--- config.mk ---
export PLATFORM = sky130hd
export DESIGN_NAME = seq_alu
export DESIGN_NICKNAME = d
export VERILOG_FILES = /design/src/rtl/seq_alu.sv
export SDC_FILE = /design/constraint.sdc
export NUM_CORES = 1
export LEC_CHECK = 0
export BUFFER_PORTS_ARGS = -buffer_cell sky130_fd_sc_hd__buf_2
export CAP_MARGIN = 20
export CORE_MARGIN = 2
export CORE_UTILIZATION = 55
export DETAILED_ROUTE_END_ITERATION = 16
export HOLD_SLACK_MARGIN = 0.08
export PLACE_DENSITY = 0.7
export SLEW_MARGIN = 10
export SYNTH_ARGS = -nofsm -noshare
export SYNTH_HDL_FRONTEND = slang
export SYNTH_SLANG_ARGS = --single-unit
--- constraint.sdc ---
create_clock -name clk -period 4.1 [get_ports clk]
set_input_delay 0.41 -clock clk [delete_from_list [all_inputs] [get_ports clk]]
set_output_delay 0.41 -clock clk [all_outputs]
set_load 0.1 [all_outputs]
--- src/rtl/seq_alu.sv ---
// seq_alu: multi-cycle signed ALU with start/busy/done handshake, iterative
// shift-add multiplier and a saturating multiply-accumulate register.
module seq_alu #(
  parameter  int unsigned WIDTH = 6,
  localparam int unsigned OUT_W = 2 * WIDTH
) (
  input  logic             clk,
  input  logic             rst,
  input  logic             start,
  input  logic [1:0]       op,
  input  logic [WIDTH-1:0] a,
  input  logic [WIDTH-1:0] b,
  input  logic             clr_acc,
  output logic             busy,
  output logic             done,
  output logic [OUT_W-1:0] result,
  output logic             sat
);

  localparam int unsigned CW = $clog2(WIDTH + 1);

  localparam logic [1:0] S_IDLE = 2'd0;
  localparam logic [1:0] S_ALU  = 2'd1;
  localparam logic [1:0] S_MUL  = 2'd2;
  localparam logic [1:0] S_FIN  = 2'd3;

  localparam logic [1:0] OP_ADD = 2'b00;
  localparam logic [1:0] OP_SUB = 2'b01;
  localparam logic [1:0] OP_MUL = 2'b10;
  localparam logic [1:0] OP_MAC = 2'b11;

  localparam logic [OUT_W-1:0] SAT_MAX = {1'b0, {(OUT_W-1){1'b1}}};
  localparam logic [OUT_W-1:0] SAT_MIN = {1'b1, {(OUT_W-1){1'b0}}};

  logic [1:0]       state_q, state_d;
  logic [1:0]       op_q, op_d;
  logic [WIDTH-1:0] a_q, a_d, b_q, b_d;
  logic [OUT_W-1:0] mcand_q, mcand_d;
  logic [WIDTH-1:0] mplier_q, mplier_d;
  logic [OUT_W-1:0] prod_q, prod_d;
  logic             neg_q, neg_d;
  logic [CW-1:0]    cnt_q, cnt_d;
  logic [OUT_W-1:0] acc_q, acc_d;
  logic             busy_d, done_d, sat_d;
  logic [OUT_W-1:0] result_d;

  logic [WIDTH-1:0] abs_a, abs_b;
  logic [OUT_W-1:0] sext_a, sext_b;
  logic [OUT_W-1:0] psum;
  logic [OUT_W:0]   mac_sum;
  logic             pos_ovf, neg_ovf;

  // Operand magnitudes; the most negative value maps to 2^(WIDTH-1) unsigned
  assign abs_a = a[WIDTH-1] ? (~a + WIDTH'(1)) : a;
  assign abs_b = b[WIDTH-1] ? (~b + WIDTH'(1)) : b;

  // Sign extension of captured operands for add/sub
  assign sext_a = {{WIDTH{a_q[WIDTH-1]}}, a_q};
  assign sext_b = {{WIDTH{b_q[WIDTH-1]}}, b_q};

  // One shift-add step of the magnitude product
  assign psum = prod_q + (mplier_q[0] ? mcand_q : '0);

  // Accumulate at one extra bit; top two bits disagreeing means out of range
  assign mac_sum = {acc_q[OUT_W-1], acc_q} + {prod_q[OUT_W-1], prod_q};
  assign pos_ovf = ~mac_sum[OUT_W] &  mac_sum[OUT_W-1];
  assign neg_ovf =  mac_sum[OUT_W] & ~mac_sum[OUT_W-1];

  // Next-state and datapath/output next values
  always_comb begin
    state_d  = state_q;
    op_d     = op_q;
    a_d      = a_q;
    b_d      = b_q;
    mcand_d  = mcand_q;
    mplier_d = mplier_q;
    prod_d   = prod_q;
    neg_d    = neg_q;
    cnt_d    = cnt_q;
    acc_d    = acc_q;
    busy_d   = busy;
    done_d   = 1'b0;
    result_d = result;
    sat_d    = sat;

    case (state_q)
      S_IDLE: begin
        if (clr_acc) begin
          acc_d = '0;
        end
        if (start) begin
          op_d     = op;
          a_d      = a;
          b_d      = b;
          neg_d    = a[WIDTH-1] ^ b[WIDTH-1];
          mcand_d  = OUT_W'(abs_a);
          mplier_d = abs_b;
          prod_d   = '0;
          cnt_d    = CW'(WIDTH);
          busy_d   = 1'b1;
          state_d  = op[1] ? S_MUL : S_ALU;
        end
      end
      S_ALU: begin
        prod_d  = (op_q == OP_SUB) ? (sext_a - sext_b) : (sext_a + sext_b);
        state_d = S_FIN;
      end
      S_MUL: begin
        mcand_d  = mcand_q << 1;
        mplier_d = mplier_q >> 1;
        cnt_d    = cnt_q - CW'(1);
        if (cnt_q == CW'(1)) begin
          prod_d  = neg_q ? (OUT_W'(0) - psum) : psum;
          state_d = S_FIN;
        end else begin
          prod_d = psum;
        end
      end
      S_FIN: begin
        done_d  = 1'b1;
        busy_d  = 1'b0;
        state_d = S_IDLE;
        if (op_q == OP_MAC) begin
          if (pos_ovf) begin
            result_d = SAT_MAX;
          end else if (neg_ovf) begin
            result_d = SAT_MIN;
          end else begin
            result_d = mac_sum[OUT_W-1:0];
          end
          acc_d = result_d;
          sat_d = pos_ovf | neg_ovf;
        end else begin
          result_d = prod_q;
          sat_d    = 1'b0;
        end
      end
      default: begin
        state_d = S_IDLE;
      end
    endcase
  end

  // State and datapath registers with synchronous reset
  always_ff @(posedge clk) begin
    if (rst) begin
      state_q  <= S_IDLE;
      op_q     <= OP_ADD;
      a_q      <= '0;
      b_q      <= '0;
      mcand_q  <= '0;
      mplier_q <= '0;
      prod_q   <= '0;
      neg_q    <= 1'b0;
      cnt_q    <= '0;
      acc_q    <= '0;
      busy     <= 1'b0;
      done     <= 1'b0;
      result   <= '0;
      sat      <= 1'b0;
    end else begin
      state_q  <= state_d;
      op_q     <= op_d;
      a_q      <= a_d;
      b_q      <= b_d;
      mcand_q  <= mcand_d;
      mplier_q <= mplier_d;
      prod_q   <= prod_d;
      neg_q    <= neg_d;
      cnt_q    <= cnt_d;
      acc_q    <= acc_d;
      busy     <= busy_d;
      done     <= done_d;
      result   <= result_d;
      sat      <= sat_d;
    end
  end

  // OP_MUL is implied by op[1] with op[0]=0; referenced here for readability
  logic unused_ok;
  assign unused_ok = (OP_MUL == 2'b10);

endmodule

Word-level counts from Yosys, hierarchy flattened
Cells that the tools add are included.
Widths: inputs -> output; s select.
{ "word_totals": {"out_inout_bits": 15, "wordCells": 78, "regBits": 77} }
{ "op_classes": {"reduce_logical": 10, "n_mux": 28, "bitwise": 8, "n_eq_ne": 10, "add_sub_neg": 8} }
{ "op_table": {"columns": ["cell", "count"], "rows": [
  ["$mux 12", 11],
  ["$pmux 12 s2", 2],
  ["$pmux 12 s3", 1],
  ["$mux 6", 3],
  ["$add 12x12->13", 1],
  ["$add 12x12->12", 1],
  ["$add 6x1->6 const B", 2],
  ["$not 6->6", 2],
  ["$pmux 6 s2", 1],
  ["$sub 1x12->12 const A", 1],
  ["$reduce_and 2->1", 5],
  ["$ne 2x2->1 const B", 4],
  ["$pmux 2 s4", 1],
  ["$add 6x6->7", 1],
  ["$sub 6x6->7", 1],
  ["$eq 2x2->1 const B", 3],
  ["$mux 2", 3],
  ["$pmux 3 s2", 1],
  ["$eq 2x1->1 const B", 2],
  ["$reduce_bool 2->1", 2],
  ["$eq 3x1->1 const B", 1],
  ["$mux 1", 3],
  ["$mux 3", 1],
  ["$reduce_and 3->1", 1],
  ["8 further kinds", 10]
]} }

Longest topological paths before layout
Gate-level depths: netlist of the first run.
{ "depth": {"depth_word": 7, "ltp_mapped": 15, "mapped_depth_nobuf": 15} }

Worst setup path before layout of the first run
OpenSTA, ideal clock, no wires.
{ "synth_path": {"path_type": "reg-to-reg", "from": "register prod_q[0]", "to": "register result[6]", "setup_time_ps": 91, "arrival_time_ps": 2850, "synth_period_minus_slack_ps": 2941, "path_stages_with_launch": 14, "path_buffers": 1, "path_slack_ps": 1159, "path_cell_list": "dfxtp_1 -> ha_1 -> fa_1 -> a21o_1 -> a21oi_1 -> o21ba_2 -> o311ai_0 -> nand2_1 -> a31o_2 -> inv_1 -> ha_1 -> clkbuf_1 -> o21ai_0 -> a311oi_1"} }
{ "synth_via": {"elab_chain_cells": 6, "word_cells_on_any_way": 8} }
{ "synth_lines": {"columns": ["item", "line_no", "text"], "rows": [
  ["start, declared", "40", "logic [OUT_W-1:0] prod_q, prod_d;"],
  ["start signal, assigned", "168", "prod_q <= prod_d;"],
  ["$add 12x12->13 *", "65", "assign mac_sum = {acc_q[OUT_W-1], acc_q} + {prod_q[OUT_W-1], prod_q};"],
  ["$not 1->1", "67", "assign neg_ovf = mac_sum[OUT_W] & ~mac_sum[OUT_W-1];"],
  ["$and 1x1->1", "67", null],
  ["$mux 12", "126", "end else if (neg_ovf) begin"],
  ["$mux 12 *", "124", "if (pos_ovf) begin"],
  ["$mux 12 *", "123", "if (op_q == OP_MAC) begin"],
  ["end signal, assigned", "174", "result <= result_d;"],
  ["end, declared", "16", "output logic [OUT_W-1:0] result,"]
]} }
Every way passes the cells marked *; elsewhere a longest branch is shown, timed or not.
A chain may end at the register's enable or synchronous reset.

Final worst setup path of the first run
{ "layout_path": {"from": "register prod_q[0]", "to": "register result[10]"} }
Same word-level chain as after synthesis.

==> flow_metrics.env, run 1 <==
export IMPL_status="finished clean"
export IMPL_ys_seq_elements=77
export IMPL_grt_busiest_layer="met2"
export IMPL_worstSetupEndpointType="flip-flop"
export IMPL_fin_crit_sh_pct=82.9
export IMPL_reg2reg_from="prod_q[0]"
export IMPL_fin_nets=742
export IMPL_cts_made_buffers=9
export IMPL_ctsResizeCount=0
export IMPL_synth_xor_area_share_pct=7.16
export IMPL_synth_area_mux_share_pct=1.42
export IMPL_p_leak_uw=0.00226
export IMPL_synth_avg_cell_area_um2=7.57
export IMPL_rsz0062_at_grt="false"
export IMPL_drt_vias_per_instance=5.77
export IMPL_ys_types=54
export IMPL_wire_per_inst_um=15.2
export IMPL_synth_compound_area_share_pct=22.4
export IMPL_vias=4579
export IMPL_synth_simple_area_share_pct=22.1
export IMPL_synth_cells=662
export IMPL_firstDrtPassIters=4
export IMPL_hp_class="in2reg"
export IMPL_insertion_delay_ps=350
export IMPL_synthArstFlopShare_pct=0
export IMPL_die_h_um=99.5
export IMPL_gp_congestion=1.00
export IMPL_drtAntennaViolNets=0
export IMPL_finClkSkew_ps=11.9
export IMPL_post_cts_buffers=0
export IMPL_start_kind="flip-flop"
export IMPL_clk_pin_slew_worst_paths_ps=80
export IMPL_synth_yosys_seq_area_share_pct=30.7
export IMPL_use_met2_pct=41.8
export IMPL_grt_overflow=0
export IMPL_cts_tree="yes"
export IMPL_drtIter0Drc=255
export IMPL_wl_um=12100
export IMPL_ir_drop_mv=0.309
export IMPL_first_global_vias=4255
export IMPL_yosys_warnings=0
export IMPL_drv_cap=0
export IMPL_whs_ps=287
export IMPL_antenna_found_initial=0
export IMPL_finalSetupViolations=0
export IMPL_hold_start="op[0]"
export IMPL_area_growth_pct=8.63
export IMPL_grt_use_met3_pct=3.16
export IMPL_tns_ps=0
export IMPL_layout_commonest_cell="nand2_1"
export IMPL_n_antenna_cell=0
export IMPL_crit_arrival_ps=3670
export IMPL_grt_util_met1_pct=35.0
export IMPL_cts_root_buf="clkbuf_8"
export IMPL_final_cell_mix="nand2_1, dfxtp_1, nor2_1"
export IMPL_cts_sinks=77
export IMPL_htreeDepth=3
export IMPL_cts_hold_buffers=0
export IMPL_dp_hpwl_um=9120
export IMPL_synth_edf_count=0
export IMPL_port_buffer_count=32
export IMPL_crit_type="reg2reg"
export IMPL_crit_start="prod_q[0]"
export IMPL_synth_top_family_by_area="compound AO/OA/AOI/OAI gates"
export IMPL_worstPathRequired_ps=4370
export IMPL_core_mm2=0.00876
export IMPL_path_max_fanout=16
export IMPL_grt_usage_pct=25.5
export IMPL_start_util_pct=57.2
export IMPL_hold_viol_final=0
export IMPL_drc=0
export IMPL_die_w_um=99.5
export IMPL_cts_max_path_buffers=2
export IMPL_drive_gt1_share_pct=8.61
export IMPL_pin_count=33
export IMPL_rows=34
export IMPL_timing_final_max_slew_violations=0
export IMPL_grt_pass1_wl_um=20400
export IMPL_syn_cell_area_mm2=0.00501
export IMPL_synth_nets=724
export IMPL_fin_crit_ps=3400
export IMPL_synth_ff_type="dfxtp_1"
export IMPL_timing_fmax_ghz=0.294
export IMPL_slew_headroom_pct=46.7
export IMPL_tightest_slew_ps=796
export IMPL_yosys_area_share_adder_pct=11.4
export IMPL_dieArea_mm2=0.00990
export IMPL_grt_max_degree=44
export IMPL_powerDensity_mw_per_mm2=533
## worst paths after layout
| path | end | slack (ps) | cells after the start |
|---|---|---|---|
| setup / recovery | result[10] | 700 | 13 |
| hold reg to reg | mplier_q[2] | 460 | 2 |
| setup reg to reg | result[10] | 700 | 13 |
| hold / removal | op_q[0] | 290 | 3 |
## flip-flops by register name (all words and copies together) (netlist names)
register,cells
done,1
acc_q,12
op_q,2
b_q,6
prod_q,12
cnt_q,3
busy,1
result,12
mcand_q,12
state_q,2
a_q,6
neg_q,1
sat,1
mplier_q,6
## cells by family (layout without fill, tap and decap cells)
| kind of cell | after synthesis | in the layout |
|---|---|---|
| adder cells (fa/ha/maj) | 44 | 44 |
| AO/OA/AOI/OAI | 182 | 182 |
| multiplexers | 7 | 7 |
| buffers and inverters | 62 | 85 |
| flip-flops | 77 | 77 |
| AND/OR/NAND/NOR | 249 | 249 |
| XOR/XNOR | 41 | 41 |
## stage by stage
stage | cell area [um2] | cells | power [uW] | utilization, % | setup slack [ps]
5_1_grt | 5450 | 793 | 3090 | 62.2 | 299
3_3_place_gp | 5230 | 777 | 2220 | 59.7 | 878
4_1_cts | 5450 | 793 | 2900 | 62.2 | 750
2_1_floorplan | 5010 | 662 | 1960 | - | 1160
6_report | 5450 | 793 | 2900 | 62.2 | 700
3_5_place_dp | 5230 | 777 | 2250 | 59.7 | 759
## layout make-up
cell class              count  area (um2)
clock buffers              13         149
clock inverters             3        68.8
fillers                   823        3320
inverters                  33         124
multi-input cells         523        3240
flip-flops and latches     77        1540
well taps                 108         135
repair buffers             36         190
## synthesized netlist by cell type (all sizes together), types with 2 or more instances
library cell,instances,area share [%]
nor2,74,5.5
o21ai,45,4.5
o221ai,4,0.70
or3,4,0.50
and3,6,0.75
mux2i,6,1.2
a311oi,2,0.35
a21oi,68,6.8
a221oi,3,0.65
dfxtp,77,31
nand2b,7,0.87
and2,17,2.1
o311ai,2,0.35
buf,4,0.32
o21bai,3,0.45
fa,3,1.2
a31oi,3,0.37
nor3,11,1.1
inv,33,2.5
clkbuf,25,1.9
o21a,2,0.30
a21o,7,1.0
nor4,4,0.50
xnor2,27,4.7
o211ai,3,0.45
xor2,14,2.4
nor3b,2,0.30
a311o,2,0.40
nor2b,10,1.2
nand3,9,0.90
a22oi,14,2.1
o22ai,3,0.37
or2,3,0.42
o31ai,3,0.45
nand2,99,7.4
a211oi,11,1.7
ha,41,10
## layer usage
metal / part of all wire, % / vias to the layer above
met4: 2.2 / 0
met5: 0 / -
met1: 48 / 2115
met2: 46 / 107
met3: 3.9 / 22
li1: - / 2335
## power breakdown
part	switching [uW]	total (uW)	internal, uW
logic	833	1300	465
clock network	283	645	362
registers	96.3	958	862
total	1210	2900	1690
## critical path, cell delays in order, from the launching register on
cell	delay, ps
dfxtp_1	400
ha_1	210
fa_1	220
a21o_1	120
a21oi_1	110
o21ba_2	230
o311ai_0	560
nand2_1	120
a31o_2	300
inv_1	60
ha_1	490
nand2b_1	210
o22ai_1	80
a211oi_1	220
(Power assumes the default switching activity.)
==> run 2: changes to the inputs <==
==> constraint.sdc (replaced) <==
create_clock -name clk -period 3.5 [get_ports clk]
set_input_delay 0.35 -clock clk [delete_from_list [all_inputs] [get_ports clk]]
set_output_delay 0.35 -clock clk [all_outputs]
set_load 0.1 [all_outputs]
==> run 2 against run 1 <==
Net effect:
- sequential power grew 17%
- sequential share of layout area decreased by 0.20 points
- design area increased by 0.80%
- cell count up 0.88%
- routed wire length increased by 2.6%
- global-route usage increased by 0.56 points
- clock power rose by 8.8%
- total power is 16% higher
- critical endpoint is now result[2]
- highest routed layer unchanged
==> flow_metrics.env, run 2 (synthesis results as in run 1) <==
export IMPL_grt_overflow=0
export IMPL_timing_fmax_ghz=0.316
export IMPL_fin_util_pct=62.6
export IMPL_cts_max_path_buffers=2
export IMPL_path_max_fanout=16
export IMPL_drtIter0Drc=251
export IMPL_hold_viol_final=0
export IMPL_drc=0
export IMPL_place_worst_setup_slack_ps=149
export IMPL_dieArea_mm2=0.00990
export IMPL_finClkSkew_ps=10.6
export IMPL_start_util_pct=57.2
export IMPL_layout_commonest_cell="nand2_1"
export IMPL_firstDrtPassIters=5
export IMPL_cts_tree="yes"
export IMPL_area_growth_pct=9.51
export IMPL_timing_final_max_slew_violations=0
export IMPL_rsz0062_at_grt="false"
export IMPL_cts_sinks=77
export IMPL_hp_class="in2reg"
export IMPL_power_uw=3370
export IMPL_cts_made_buffers=9
export IMPL_start_kind="flip-flop"
export IMPL_power_frac_clock_pct=20.8
export IMPL_port_buffer_count=32
export IMPL_drtAntennaViolNets=0
export IMPL_n_antenna_cell=0
export IMPL_insertion_delay_ps=360
export IMPL_final_cell_mix="nand2_1, dfxtp_1, nor2_1"
export IMPL_fin_crit_ps=3170
export IMPL_rows=34
export IMPL_grt_max_degree=44
export IMPL_antenna_found_initial=0
export IMPL_power_switching_uw=1430
export IMPL_drive_gt1_share_pct=10.1
export IMPL_pin_count=33
export IMPL_cts_root_buf="clkbuf_8"
export IMPL_drt_vias_per_instance=5.71
export IMPL_powerDensity_mw_per_mm2=614
export IMPL_core_mm2=0.00876
export IMPL_crit_arrival_ps=3380
export IMPL_vias=4571
export IMPL_fin_nets=749
export IMPL_wl_um=12400
export IMPL_p_comb_share_pct=45.9
export IMPL_clk_pin_slew_worst_paths_ps=80
export IMPL_post_cts_buffers=0
export IMPL_n_fill_cell=819
export IMPL_drv_cap=0
export IMPL_seqPwrFrac_pct=33.3
export IMPL_grt_pass1_wl_um=20700
export IMPL_worstPathRequired_ps=3710
export IMPL_status="finished clean"
export IMPL_die_w_um=99.5
export IMPL_tightest_slew_ps=845
export IMPL_htreeDepth=3
export IMPL_ir_drop_mv=0.386
export IMPL_fin_crit_sh_pct=90.5
export IMPL_gp_congestion=0.926
export IMPL_fin_ws_ps=331
export IMPL_wire_per_inst_um=15.5
export IMPL_worstSetupEndpointType="flip-flop"
export IMPL_finalSetupViolations=0
export IMPL_dp_hpwl_um=9380
export IMPL_p_sw_share_pct=42.4
export IMPL_first_global_vias=4389
export IMPL_die_h_um=99.5
export IMPL_slew_headroom_pct=43.7
export IMPL_crit_type="reg2reg"
export IMPL_tns_ps=0
export IMPL_p_int_uw=1940
export IMPL_grt_usage_pct=26.0
export IMPL_p_leak_uw=0.00229
==> run 2: cell types whose count changed in the layout (fill, tap and decap cells not counted), sizes merged <==
cell / change
clkinv: +1
buf: +7
bufinv: -1
==> run 2: power groups by stage <==
stage                     Clock [uW]  Combinational, uW  Sequential [uW]
after floorplan                    0               1110             1190
after global placement             0               1490             1130
after detailed placement           0               1520             1140
after CTS                        717               1530             1120
after global routing             749               1720             1140
final                            702               1540             1120
==> run 2: cell type report <==
class,count,area (um2),area share (%)
Clock buffer,13,159,2.89
Clock inverter,3,43.8,0.798
Inverter,33,124,2.26
Multi-Input combinational cell,523,3240,59.1
Sequential cell,77,1540,28.1
Tap cell,108,135,2.46
Timing Repair Buffer,43,243,4.42
==> run 2: critical path, stage by stage, from the launching register on <==
cell	delay (ps)
dfxtp_1	350
ha_1	240
fa_1	420
a21o_1	180
a21oi_1	280
o21ba_2	190
o311ai_1	140
nand2_1	100
a31o_2	200
inv_1	50
ha_2	280
or3_1	390
o211ai_1	100
a21oi_1	90
==> run 2: layer usage <==
layer | routed length, um | track usage [%]
met1 | 5910 | 34.5
met2 | 5810 | 43.8
met3 | 415 | 2.95
met4 | 272 | 9.69
met5 | 0 | 0
==> run 2: path summary, 6_finish.rpt <==
kind / cells past startpoint / slack, ps / from / endpoint
worst min-delay path: 3 / 230 / op[0] / op_q[0]
worst max-delay path: 13 / 330 / prod_q[0] / result[2]
worst min register to register: 2 / 450 / mplier_q[2] / mplier_q[2]
worst max register to register: 13 / 330 / prod_q[0] / result[2]
==> run 2: timing repair <==
action,CTS,global route
gates resized for setup,0,4
hold buffers,0,0
endpoints found under the setup margin,0,10
==> run 2: per-stage QoR <==
step	std cells	hold WS [ps]	area (um2)
4_1_cts	800	214	5480
3_5_place_dp	784	447	5280
5_1_grt	800	251	5490
6_report	800	226	5490
2_1_floorplan	662	429	5010
3_3_place_gp	784	440	5280
==> run 3: changes to the inputs <==
--- a/config.mk
+++ b/config.mk
@@ -8,10 +8,10 @@
 export BUFFER_PORTS_ARGS = -buffer_cell sky130_fd_sc_hd__buf_2
 export CAP_MARGIN = 20
 export CORE_MARGIN = 2
-export CORE_UTILIZATION = 55
+export CORE_UTILIZATION = 41
 export DETAILED_ROUTE_END_ITERATION = 16
 export HOLD_SLACK_MARGIN = 0.08
-export PLACE_DENSITY = 0.7
+export PLACE_DENSITY = 0.55
 export SLEW_MARGIN = 10
 export SYNTH_ARGS = -nofsm -noshare
 export SYNTH_HDL_FRONTEND = slang
==> run 3 against run 2 <==
Net effect:
- clock skew down 4.5 ps
- die area up 33%
- clock-buffer cell count down 4
- global-route usage down 5.5 points
- sequential share of layout area down 1.1 points
- hold slack better by 21 ps
- worst setup slack better by 25 ps
- fmax up 0.80%
- clock power up 55%
- utilization down 15 points
- combinational power about the same
- largest cell class unchanged
- largest power group unchanged
- highest routed layer unchanged
==> flow_metrics.env, run 3 (synthesis results as in run 1) <==
export IMPL_gp_congestion=0.889
export IMPL_finalSetupViolations=0
export IMPL_slew_headroom_pct=46.2
export IMPL_rsz0062_at_grt="false"
export IMPL_core_mm2=0.0120
export IMPL_path_max_fanout=7
export IMPL_wire_per_inst_um=15.4
export IMPL_p_leak_uw=0.00238
export IMPL_antenna_found_initial=0
export IMPL_path_cells="ha_1, fa_1, a21o_1, a21oi_1, o21ba_2, o311ai_1, nand2_1, a31o_2, ha_1, inv_1, a21oi_1, o21ai_0, mux2i_1, nor2_1"
export IMPL_fin_crit_ps=3140
export IMPL_cts_tree="yes"
export IMPL_vias=4586
export IMPL_cts_made_buffers=9
export IMPL_timing_final_max_slew_violations=0
export IMPL_seqPwrFrac_pct=29.5
export IMPL_tns_ps=0
export IMPL_cts_root_buf="clkbuf_16"
export IMPL_htreeDepth=3
export IMPL_wl_um=13000
export IMPL_finClkSkew_ps=6.10
export IMPL_dieArea_mm2=0.0131
export IMPL_power_frac_clock_pct=28.8
export IMPL_dp_hpwl_um=9930
export IMPL_hold_viol_final=0
export IMPL_ir_drop_mv=0.348
export IMPL_grt_usage_pct=20.6
export IMPL_crit_type="reg2reg"
export IMPL_rows=40
export IMPL_slowest_delay_ps=410
export IMPL_n_antenna_cell=0
export IMPL_firstDrtPassIters=4
export IMPL_pin_count=33
export IMPL_powerDensity_mw_per_mm2=660
export IMPL_drive_gt1_share_pct=10.8
export IMPL_design_area_mm2=0.00571
export IMPL_p_comb_share_pct=41.7
export IMPL_timing_fmax_ghz=0.318
export IMPL_die_w_um=115
export IMPL_layout_commonest_cell="nand2_1"
export IMPL_insertion_delay_ps=340
export IMPL_worstSetupEndpointType="flip-flop"
export IMPL_cts_sinks=77
export IMPL_cts_max_path_buffers=2
export IMPL_p_int_uw=2290
export IMPL_fin_ws_ps=356
export IMPL_drc=0
export IMPL_drt_vias_per_instance=5.44
export IMPL_slowest_stage="fa_1"
export IMPL_hp_class="in2reg"
export IMPL_grt_overflow=0
export IMPL_worstPathRequired_ps=3730
export IMPL_area_growth_pct=13.9
export IMPL_drv_cap=0
export IMPL_reg2regPathDepth=14
export IMPL_grt_pass1_wl_um=21000
export IMPL_n_fill_cell=1197
export IMPL_start_util_pct=41.9
export IMPL_drtAntennaViolNets=0
export IMPL_clk_pin_slew_worst_paths_ps=60
export IMPL_die_h_um=115
export IMPL_grt_max_degree=28
export IMPL_port_buffer_count=32
export IMPL_power_switching_uw=1490
export IMPL_start_kind="flip-flop"
export IMPL_place_worst_setup_slack_ps=221
export IMPL_status="finished clean"
export IMPL_power_uw=3770
export IMPL_min_path_cells=3
export IMPL_final_cell_mix="nand2_1, dfxtp_1, nor2_1"
export IMPL_p_sw_share_pct=39.4
export IMPL_crit_arrival_ps=3370
export IMPL_fin_nets=753
export IMPL_tightest_slew_ps=804
export IMPL_placed_cell_area_mm2=0.00536
export IMPL_fin_crit_sh_pct=89.8
export IMPL_first_global_vias=4277
export IMPL_drtIter0Drc=246
export IMPL_cts_hold_buffers=0
export IMPL_whs_ps=248
run 3: cell types whose count changed in the layout (fill, tap and decap cells not counted), sizes merged:
| cell | delta |
|---|---|
| buf | +4 |
| clkbuf | -4 |
| bufinv | +2 |
| clkinvlp | +1 |
| inv | +1 |
run 3: area by class of cell:
class	instances	area (um2)	area share, %
inverter	33	124	2.17
tap	147	184	3.22
clock buffer	9	225	3.94
timing repair buffer	47	273	4.78
sequential	77	1540	27.0
clock inverter	7	123	2.15
multi-input combinational	523	3240	56.7
run 3: critical path: cells and delay by family, from the launching register on:
family	cells	cell delay, ps
multiplexers	1	160
flip-flops	1	340
buffers and inverters	1	170
adder cells (fa/ha/maj)	3	970
AO/OA/AOI/OAI	7	1230
AND/OR/NAND/NOR	2	150
run 3: layer usage:
metal,wire length [um],vias up,global-route usage [%]
li1,-,2346,-
met3,380,23,3.07
met4,232,0,7.80
met1,6270,2135,27.3
met5,0,-,0
met2,6070,82,33.8
run 3: stage by stage:
stage	std cells	utilization, %
2_1_floorplan	662	-
3_3_place_gp	827	44.8
3_5_place_dp	827	44.8
4_1_cts	843	47.7
5_1_grt	843	47.8
6_report	843	47.8
run 3: timing repair:
item,in CTS,in global routing
endpoints found under the setup margin,0,9
hold endpoints to repair,0,0
setup buffers,0,0
resized for setup,0,3
run 3: power groups by stage:
stage,Combinational [uW],Sequential [uW],Clock [uW]
floorplan,1110,1190,0
global placement,1540,1130,0
detailed placement,1560,1130,0
CTS,1570,1110,1110
global route,1760,1130,1150
finish,1570,1110,1090
run 3: path summary, 6_finish.rpt:
check	slack [ps]	from	to
setup / recovery	360	prod_q[0]	result[3]
hold / removal	250	op[0]	op_q[0]
setup reg to reg	360	prod_q[0]	result[3]
hold reg to reg	460	a_q[0]	a_q[0]
